`config.mk`:
```
export PLATFORM = sky130hd
export DESIGN_NAME = fifo_word_reader
export DESIGN_NICKNAME = d
export VERILOG_FILES = /design/src/rtl/fifo_word_reader.sv
export SDC_FILE = /design/constraint.sdc
export NUM_CORES = 1
export LEC_CHECK = 0
export CORE_MARGIN = 1.5
export CORE_UTILIZATION = 46
export CTS_CLUSTER_SIZE = 30
export DETAILED_ROUTE_END_ITERATION = 12
export PLACE_DENSITY = 0.88
export SETUP_SLACK_MARGIN = 0.15
export SLEW_MARGIN = 20
export SYNTH_ARGS = -nofsm -noshare
export SYNTH_HDL_FRONTEND = slang
export SYNTH_SLANG_ARGS = --single-unit
```
`constraint.sdc`:
```
create_clock -name clk -period 1.4 [get_ports clk]
set_input_delay 0.28 -clock clk [delete_from_list [all_inputs] [get_ports clk]]
set_output_delay 0.28 -clock clk [all_outputs]
set_load 0.005 [all_outputs]
```
`src/rtl/fifo_word_reader.sv`:
```
// Drains an 8-bit byte FIFO (registered flags, one-cycle read latency) and packs bytes into
// WORD_BYTES-wide words for a valid/ready sink. Define FIFO_WORD_READER_FLUSH_EN for partial-word flush.
module fifo_word_reader #(
    parameter int WORD_BYTES   = 4,
    parameter int FLUSH_CYCLES = 16
) (
    input  logic                        clk,
    input  logic                        rst,
    output logic                        out_read_ctrl,
    input  logic [7:0]                  in_read_data,
    input  logic                        in_is_empty,
    output logic                        out_valid,
    input  logic                        out_ready,
    output logic [8*WORD_BYTES-1:0]     out_data,
    output logic [$clog2(WORD_BYTES):0] out_bytes,
    output logic                        out_flushed
);
    localparam int               CNT_W = $clog2(WORD_BYTES) + 1;
    localparam logic [CNT_W-1:0] FULL  = CNT_W'(WORD_BYTES);
    localparam logic [CNT_W-1:0] ONE   = CNT_W'(1);

    if (WORD_BYTES < 2 || FLUSH_CYCLES < 1) begin : g_param_check
        $error("fifo_word_reader: needs WORD_BYTES >= 2 and FLUSH_CYCLES >= 1");
    end

    logic [CNT_W-1:0] byte_cnt;
    logic [CNT_W-1:0] cnt_next;
    logic             cap_pending;
    logic             flush_fire;
    logic             pop_ok;

    assign cnt_next = byte_cnt + ONE;

    // Pops are never back-to-back, so the FIFO's registered empty flag is always current
    // when the decision is made; cap_pending reserves a lane for the byte still in flight.
    assign pop_ok = !in_is_empty && !out_read_ctrl && !out_valid && !flush_fire
                  && ((byte_cnt + CNT_W'(cap_pending)) < FULL);

`ifdef FIFO_WORD_READER_FLUSH_EN
    localparam int                IDLE_W   = $clog2(FLUSH_CYCLES + 1);
    localparam logic [IDLE_W-1:0] IDLE_MAX = IDLE_W'(FLUSH_CYCLES);

    logic [IDLE_W-1:0] idle_cnt;
    logic              idle_tick;

    assign idle_tick  = (byte_cnt != '0) && (byte_cnt < FULL) && !out_valid && in_is_empty
                      && !out_read_ctrl && !cap_pending;
    assign flush_fire = !out_valid && (byte_cnt != '0) && (idle_cnt == IDLE_MAX);

    always_ff @(posedge clk) begin
        if (rst || flush_fire || cap_pending || out_read_ctrl || !in_is_empty) begin
            idle_cnt <= '0;
        end else if (idle_tick && (idle_cnt != IDLE_MAX)) begin
            idle_cnt <= idle_cnt + IDLE_W'(1);
        end
    end
`else
    assign flush_fire = 1'b0;
`endif

    // Sink handshake: a word transfers in any cycle with out_valid & out_ready; while out_valid
    // is high and out_ready low, out_data/out_bytes/out_flushed hold. out_ready is ignored when
    // out_valid is low.
    always_ff @(posedge clk) begin
        if (rst) begin
            out_read_ctrl <= 1'b0;
            cap_pending   <= 1'b0;
            byte_cnt      <= '0;
            out_valid     <= 1'b0;
            out_data      <= '0;
            out_bytes     <= '0;
            out_flushed   <= 1'b0;
        end else begin
            out_read_ctrl <= pop_ok;
            cap_pending   <= out_read_ctrl;
            if (out_valid) begin
                if (out_ready) begin
                    out_valid   <= 1'b0;
                    byte_cnt    <= '0;
                    out_data    <= '0;
                    out_bytes   <= '0;
                    out_flushed <= 1'b0;
                end
            end else if (cap_pending) begin
                for (int i = 0; i < WORD_BYTES; i++) begin
                    if (byte_cnt == CNT_W'(i)) begin
                        out_data[8*i +: 8] <= in_read_data;
                    end
                end
                byte_cnt <= cnt_next;
                if (cnt_next == FULL) begin
                    out_valid   <= 1'b1;
                    out_bytes   <= FULL;
                    out_flushed <= 1'b0;
                end
            end else if (flush_fire) begin
                // Unfilled lanes are already zero: lanes are cleared on every handshake.
                out_valid   <= 1'b1;
                out_bytes   <= byte_cnt;
                out_flushed <= 1'b1;
            end
        end
    end

endmodule

```
==> flow_summary_export.csv, run 1 <==
group,metric,value,unit
synth,netlist.area_leader.share,46.5,%
placement,post-place-ws,-0.155,ns
die,num_rows,21,
clock_network,cts_hold_repair.buffers,0,
status,outcome,"did not finish",
synth,avgSynthCellArea,10.4,sq um
global_routing,grt_max_degree,17,
status,error,"[ERROR DPL-0033] detailed placement checks failed during check placement.",
clock_network,htreeDepth,2,
placement,io_buffers,46,
placement,gp_congestion,0.790,
clock_network,cts_root_buf,"clkbuf_4",
die,die_y,63.4,um
clock_network,cts_inserted_buffers,5,
die,start_util,49.1,%
synth,yosys-top-cells-count,"dfxtp_1 (39), nand3_1 (27), o21ai_2 (24)",
status,failed_stage,"5_1_grt",
synth,ys_types,26,
synth,syn-instance-count,161,
synth,synthFlopType,"dfxtp_1",
synth,yosys.area.top_type,"dfxtp_1",
die,dieWidth,63.4,um
synth,ys_top_cells_by_area,"dfxtp_1 (47%), o21ai_2 (13%), nand3_1 (8.1%)",
sta,worst-ep-kind,"register data pin",
synth,synth_seq_area_share,46.5,%
synth,yosysMostFrequentCell,"dfxtp_1",
placement,placed_area,2260,sq um
die,ios,50,
synth,synth.ff_latch_count,39,
synth,synth-async-reset-ratio,0,%
clock_network,cts.sinks,39,
clock_network,ctsLongestPathBuffers,2,
synth,synthesis.area,1680,sq um
synth,synth_edf_count,0,
placement,hpwlAfterDp,2.71,mm
synth,yosysWarningCount,0,
sta,grt-worst-endpoint,"out_bytes[2]$_SDFFE_PP0P_/D",
global_routing,antenna_found_initial,0,
## logic make-up after synthesis
kind of cell	synth area share, %
AO/OA/AOI/OAI	17.8
adder cells (fa/ha/maj)	4.47
buffers and inverters	8.35
flip-flops	46.5
multiplexers	0.597
other	0.223
AND/OR/NAND/NOR	22.0
## per-stage QoR
stage / utilization (%) / hold slack [ns] / instances
after floorplan: - / 0.454 / 163
after global placement: 66.2 / 0.445 / 258
after detailed placement: 66.2 / 0.450 / 258
after CTS: 83.2 / 0.462 / 291
## what timing repair did
action,in CTS
buffers inserted,21
cloned,4
pin swaps,14
setup endpoints to repair,51
resized for setup,131
==> run 2, diff against run 1 <==
--- a/config.mk
+++ b/config.mk
@@ -6,11 +6,9 @@
 export NUM_CORES = 1
 export LEC_CHECK = 0
 export CORE_MARGIN = 1.5
-export CORE_UTILIZATION = 46
-export CTS_CLUSTER_SIZE = 30
+export CORE_UTILIZATION = 40
 export DETAILED_ROUTE_END_ITERATION = 12
-export PLACE_DENSITY = 0.88
-export SETUP_SLACK_MARGIN = 0.15
+export PLACE_DENSITY_LB_ADDON = 0.15
 export SLEW_MARGIN = 20
 export SYNTH_ARGS = -nofsm -noshare
 export SYNTH_HDL_FRONTEND = slang
==> flow_summary_export.csv, run 2 <==
group,metric,value,unit
status,outcome,"finished clean",
global_routing,grt_overflow,0,
job,drv_cap,0,
die,ios,50,
detailed_routing,antenna_left,0,
layout,largest_register_ffs,32,
die,num_rows,23,
power_and_ir_drop,leakagePower,1.15,nW
setup_path,worst_ep_required_time,1.58,ns
setup_path,slowest_delay,0.33,ns
clock_network,clk_pin_slew,0.07,ns
sta,drv_slew,0,
sta,post-route-period-util,95.2,%
worst_hold_path,min_path_type,"reg -> reg",
detailed_routing,wl_per_cell,14.2,um
power_and_ir_drop,power.total,2.03,mW
setup_path,cp.arrival,1.51,ns
clock_network,ctsLongestPathBuffers,2,
synth,yosysWarningCount,0,
layout,layout_common_cells,"dlygate4sd2_1 (28), nand3_1 (27), o21ai_2 (24)",
sta,finalHoldViolCount,0,
synth,yosys-top-cells-count,"dfxtp_1 (39), nand3_1 (27), o21ai_2 (24)",
sta,rsz0062_at_grt,"false",
synth,avgSynthCellArea,10.4,sq um
synth,yosysMostFrequentCell,"dfxtp_1",
layout,finish.net_count,232,
sta,skew,0.00825,ns
clock_network,cts.sinks,39,
synth,synth_edf_count,0,
layout,n_antenna_cell,0,
setup_path,crit_type,"reg -> reg",
die,start_util,41.6,%
synth,ys_types,26,
synth,synth.ff_latch_count,39,
setup_path,critPathLaunchType,"register",
detailed_routing,drt_iter0_markers,64,
placement,io_buffers,46,
die,die_y,67.8,um
die,die-area,4590,sq um
synth,synthesis.area,1680,sq um
synth,synthFlopType,"dfxtp_1",
global_routing,grt_max_degree,34,
synth,ys_top_cells_by_area,"dfxtp_1 (47%), o21ai_2 (13%), nand3_1 (8.1%)",
global_routing,antenna_found_initial,0,
placement,gp_congestion,0.756,
layout,drive_above_1_share,37.7,%
layout,top_regs,"out_data: 32 flops, byte_cnt: 3 flops",
die,dieWidth,67.8,um
power_and_ir_drop,p_per_area,854,nW/um^2
synth,netlist.area_leader.share,46.5,%
synth,syn-instance-count,161,
clock_network,cts_tree,"yes",
synth,synth_seq_area_share,46.5,%
layout,regMostFlops,"out_data",
detailed_routing,vias,1308,
global_routing,grt_pass1_vias,1298,
clock_network,cts_root_buf,"clkbuf_8",
placement,hpwlAfterDp,2.67,mm
sta,min_period,1.33,ns
setup_path,crit_slowest_cell,"dfxtp_2",
power_and_ir_drop,peakVddDrop,0.000459,V
detailed_routing,dr.pass1.iters,4,
global_routing,grt_pass1_wl,5.93,mm
die,fp.coreArea,4030,sq um
setup_path,worstSetupEndpointType,"register",
layout,area_growth,41.8,%
setup_path,crit_chain,"buf_4 -> inv_2 -> ha_2 -> nand4bb_4 -> buf_12 -> nand3_1 -> o21ai_2",
setup_path,ff2ff_setup_slack,0.07,ns
sta,setup_viol,0,
detailed_routing,routed_wl,3.77,mm
placement,post-place-ws,-0.124,ns
clock_network,htreeDepth,2,
synth,synth-async-reset-ratio,0,%
sta,fmax,0.750,GHz
sta,tns,0,ns
detailed_routing,vias_per_cell,4.94,
detailed_routing,drc_errors,0,
clock_network,cts_inserted_buffers,5,
layout,final_common_cell,"dlygate4sd2_1",
global_routing,track_usage,17.8,%
synth,yosys.area.top_type,"dfxtp_1",
setup_path,critPathMaxFanout,8,
clock_network,clock_latency,0.29,ns
sta,fin_ws,0.0672,ns
-- run 2: cells by family after synthesis --
kind of cell / after synthesis / share of synthesized area, %
fa+ha+maj: 6 / 4.47
flops: 39 / 46.5
mux: 1 / 0.597
other cells: 1 / 0.223
compound gates: 39 / 17.8
buf+inv: 18 / 8.35
simple gates: 57 / 22.0
-- run 2: stage by stage --
stage                     util [%]  hold WS (ns)  std cells  instance area [sq um]
final                         59.0         0.451        265                   2380
after global routing          59.0         0.472        265                   2380
after CTS                     57.0         0.455        264                   2290
after detailed placement      54.7         0.451        254                   2200
after global placement        54.7         0.448        254                   2200
after floorplan                  -         0.454        163                   1690
-- run 2: worst paths after layout --
kind | from | end | cells past startpoint
worst max-delay path | byte_cnt[0] | out_data[1] | 7
worst min-delay path | out_data[14] | out_data[14] | 2
worst max register to register | byte_cnt[0] | out_data[1] | 7
worst min register to register | out_data[14] | out_data[14] | 2
-- run 2: per-layer routing --
metal	GRT usage, %	vias to the layer above	wire, um
met5	0	-	0
met4	9.95	0	96
met3	4.83	10	221
met2	30.5	43	1900
met1	19.8	594	1550
li1	-	661	-
-- run 2: repair_timing --
| action | 4_1_cts | 5_1_grt |
|---|---|---|
| hold buffers | 0 | 0 |
| setup endpoints to repair | 36 | 19 |
| buffers inserted | 2 | 0 |
| endpoints found under the hold margin | 0 | 0 |
| cloned | 0 | 1 |
| resized for setup | 51 | 13 |
| pin swaps | 2 | 2 |
-- run 2: final cells by class --
cell class	instances	area [sq um]
multi-input combinational	106	806
timing repair buffer	59	608
clock buffer	7	76.3
inverter	3	11.3
sequential	39	810
tap	50	62.6
fill	364	1650
clock inverter	1	5.00
-- run 2: power by group --
group	internal (mW)	total [mW]	switching, mW
clock	0.349	0.727	0.378
sequential	1.12	1.13	0.0103
combinational	0.0836	0.169	0.0856
total	1.56	2.03	0.474
-- run 2: critical path: cells and delay by family (launching register included) --
| kind | cells | cell delay, ns |
|---|---|---|
| AO/OA/AOI/OAI | 1 | 0.06 |
| adder cells (fa/ha/maj) | 1 | 0.20 |
| buffers and inverters | 3 | 0.37 |
| flip-flops | 1 | 0.33 |
| AND/OR/NAND/NOR | 2 | 0.24 |
No activity file was read; power rests on OpenSTA's default activity.
==> run 3, diff against run 2 <==
--- a/config.mk
+++ b/config.mk
@@ -9,7 +9,9 @@
 export CORE_UTILIZATION = 40
 export DETAILED_ROUTE_END_ITERATION = 12
 export PLACE_DENSITY_LB_ADDON = 0.15
+export SETUP_SLACK_MARGIN = 0.02
 export SLEW_MARGIN = 20
 export SYNTH_ARGS = -nofsm -noshare
 export SYNTH_HDL_FRONTEND = slang
 export SYNTH_SLANG_ARGS = --single-unit
+export TNS_END_PERCENT = 100
==> flow_summary_export.csv, run 3 (synthesized netlist as in run 2, its figures left out) <==
group,metric,value,unit
detailed_routing,routed_wl,3.93,mm
layout,ff_latch_area,810,sq um
power_and_ir_drop,clockPowerShare,35.6,%
placement,dp_cells,254,
sta,setup_viol,0,
sta,min_period,1.32,ns
detailed_routing,dr.pass1.iters,4,
die,start_util,41.6,%
power_and_ir_drop,power.total,2.03,mW
placement,post-place-ws,-0.124,ns
clock_network,cts_root_buf,"clkbuf_8",
sta,fin_ws,0.0832,ns
die,num_rows,23,
setup_path,critPathMaxFanout,16,
die,fp.coreArea,4030,sq um
power_and_ir_drop,sequentialPowerShare,55.8,%
layout,area_growth,44.5,%
worst_hold_path,min_path_type,"reg -> reg",
clock_network,cts.sinks,39,
global_routing,grt_pass1_wl,6.00,mm
detailed_routing,wl_met1,1.67,mm
sta,fmax,0.759,GHz
sta,post-route-period-util,94.1,%
detailed_routing,dr.max_layer_used,"met4",
detailed_routing,vias_per_cell,4.92,
layout,top_regs,"out_data: 32 flops, byte_cnt: 3 flops",
placement,gp_congestion,0.756,
clock_network,htreeDepth,2,
layout,multi_input_area,843,sq um
detailed_routing,dr_wl_met3,195,um
layout,finish.net_count,234,
setup_path,critPathLaunchType,"register",
sta,tns,0,ns
clock_network,clock_latency,0.29,ns
die,die_y,67.8,um
setup_path,critPathBufInv,1,
setup_path,crit_family,"flip-flops",
placement,io_buffers,46,
setup_path,crit_slowest_cell,"dfxtp_1",
layout,fill_cells,361,
placement,hpwlAfterDp,2.67,mm
layout,final_common_cell,"dlygate4sd2_1",
detailed_routing,antenna_left,0,
detailed_routing,wl_per_cell,14.7,um
die,dieWidth,67.8,um
power_and_ir_drop,p_comb_share,8.6,%
clock_network,cts_tree,"yes",
clock_network,cts_inserted_buffers,5,
sta,rsz0062_at_grt,"false",
layout,n_antenna_cell,0,
power_and_ir_drop,peakVddDrop,0.000469,V
clock_network,ctsLongestPathBuffers,2,
clock_network,clk_pin_slew,0.07,ns
layout,layout_common_cells,"dlygate4sd2_1 (35), nand3_1 (27), o21ai_2 (24)",
setup_path,slowest_delay,0.62,ns
detailed_routing,drc_errors,0,
power_and_ir_drop,leakagePower,1.07,nW
power_and_ir_drop,p_int,1.56,mW
power_and_ir_drop,p_per_area,839,nW/um^2
global_routing,antenna_found_initial,0,
power_and_ir_drop,p_sw_share,23.4,%
global_routing,grt_overflow,0,
die,ios,50,
layout,largest_register_ffs,32,
detailed_routing,dr_wl_met2,1.96,mm
setup_path,crit_type,"reg -> reg",
setup_path,worst_ep_required_time,1.58,ns
job,drv_cap,0,
layout,drive_above_1_share,39.6,%
detailed_routing,drt_iter0_markers,67,
status,outcome,"finished clean",
detailed_routing,vias,1314,
sta,hold_ws,0.450,ns
sta,drv_slew,0,
setup_path,crit_chain,"nand4bb_1 -> buf_12 -> nand3_1 -> o21ai_2",
global_routing,track_usage,18.1,%
global_routing,grt_pass1_vias,1298,
layout,stdcell_count,267,
sta,finalHoldViolCount,0,
setup_path,worstSetupEndpointType,"register",
global_routing,grt_max_degree,34,
die,die-area,4590,sq um
sta,skew,0.00662,ns
clock_network,cts_hold_repair.buffers,0,
power_and_ir_drop,switchingPower,0.476,mW
layout,regMostFlops,"out_data",
setup_path,cp.arrival,1.50,ns
-- run 3: cell types whose count changed in the layout (fill, tap and decap cells not counted), sizes merged --
cell	delta
clkbuf	+1
dlymetal6s2s	-7
dlygate4sd2	+7
buf	+1
-- run 3: cell type report --
cell class | instances | area share [%]
tap | 50 | 2.58
inverter | 3 | 0.568
multi-input combinational | 106 | 34.8
clock buffer | 7 | 3.15
sequential | 39 | 33.4
clock inverter | 1 | 0.206
timing repair buffer | 61 | 25.3
-- run 3: power groups by stage --
stage | logic (mW) | clock network, mW | registers (mW)
5_1_grt | 0.190 | 0.790 | 1.14
6_report | 0.175 | 0.725 | 1.13
3_3_place_gp | 0.160 | 0 | 1.16
3_5_place_dp | 0.163 | 0 | 1.16
4_1_cts | 0.160 | 0.748 | 1.13
2_1_floorplan | 0.0861 | 0 | 1.16
-- run 3: layer usage --
metal / track usage, % / vias to the layer above
met2: 30.8 / 39
met3: 4.83 / 11
met1: 20.3 / 600
met5: 0 / -
li1: - / 664
met4: 9.95 / 0
-- run 3: repair_timing --
action,in CTS,in global routing
gates cloned,0,2
endpoints found under the hold margin,0,0
buffers inserted,3,0
pin swaps,3,2
gates resized for setup,60,10
endpoints found under the setup margin,36,15
-- run 3: metrics by stage --
| step | utilization, % | instance area [sq um] |
|---|---|---|
| 6_report | 60.2 | 2420 |
| 4_1_cts | 57.3 | 2310 |
| 5_1_grt | 60.2 | 2420 |
| 3_3_place_gp | 54.7 | 2200 |
| 2_1_floorplan | - | 1690 |
| 3_5_place_dp | 54.7 | 2200 |
-- run 3: worst paths after layout --
kind / depth (start not counted) / to / startpoint / slack, ns
min reg2reg: 2 / out_data[14] / out_data[14] / 0.45
max: 4 / out_data[15] / cap_pending / 0.08
min: 2 / out_data[14] / out_data[14] / 0.45
max reg2reg: 4 / out_data[15] / cap_pending / 0.08
-- run 3: tightest hold or removal path: stages, from the launching register on --
cell	delay, ns
dfxtp_2	0.33
nand3_2	0.05
o21ai_2	0.04
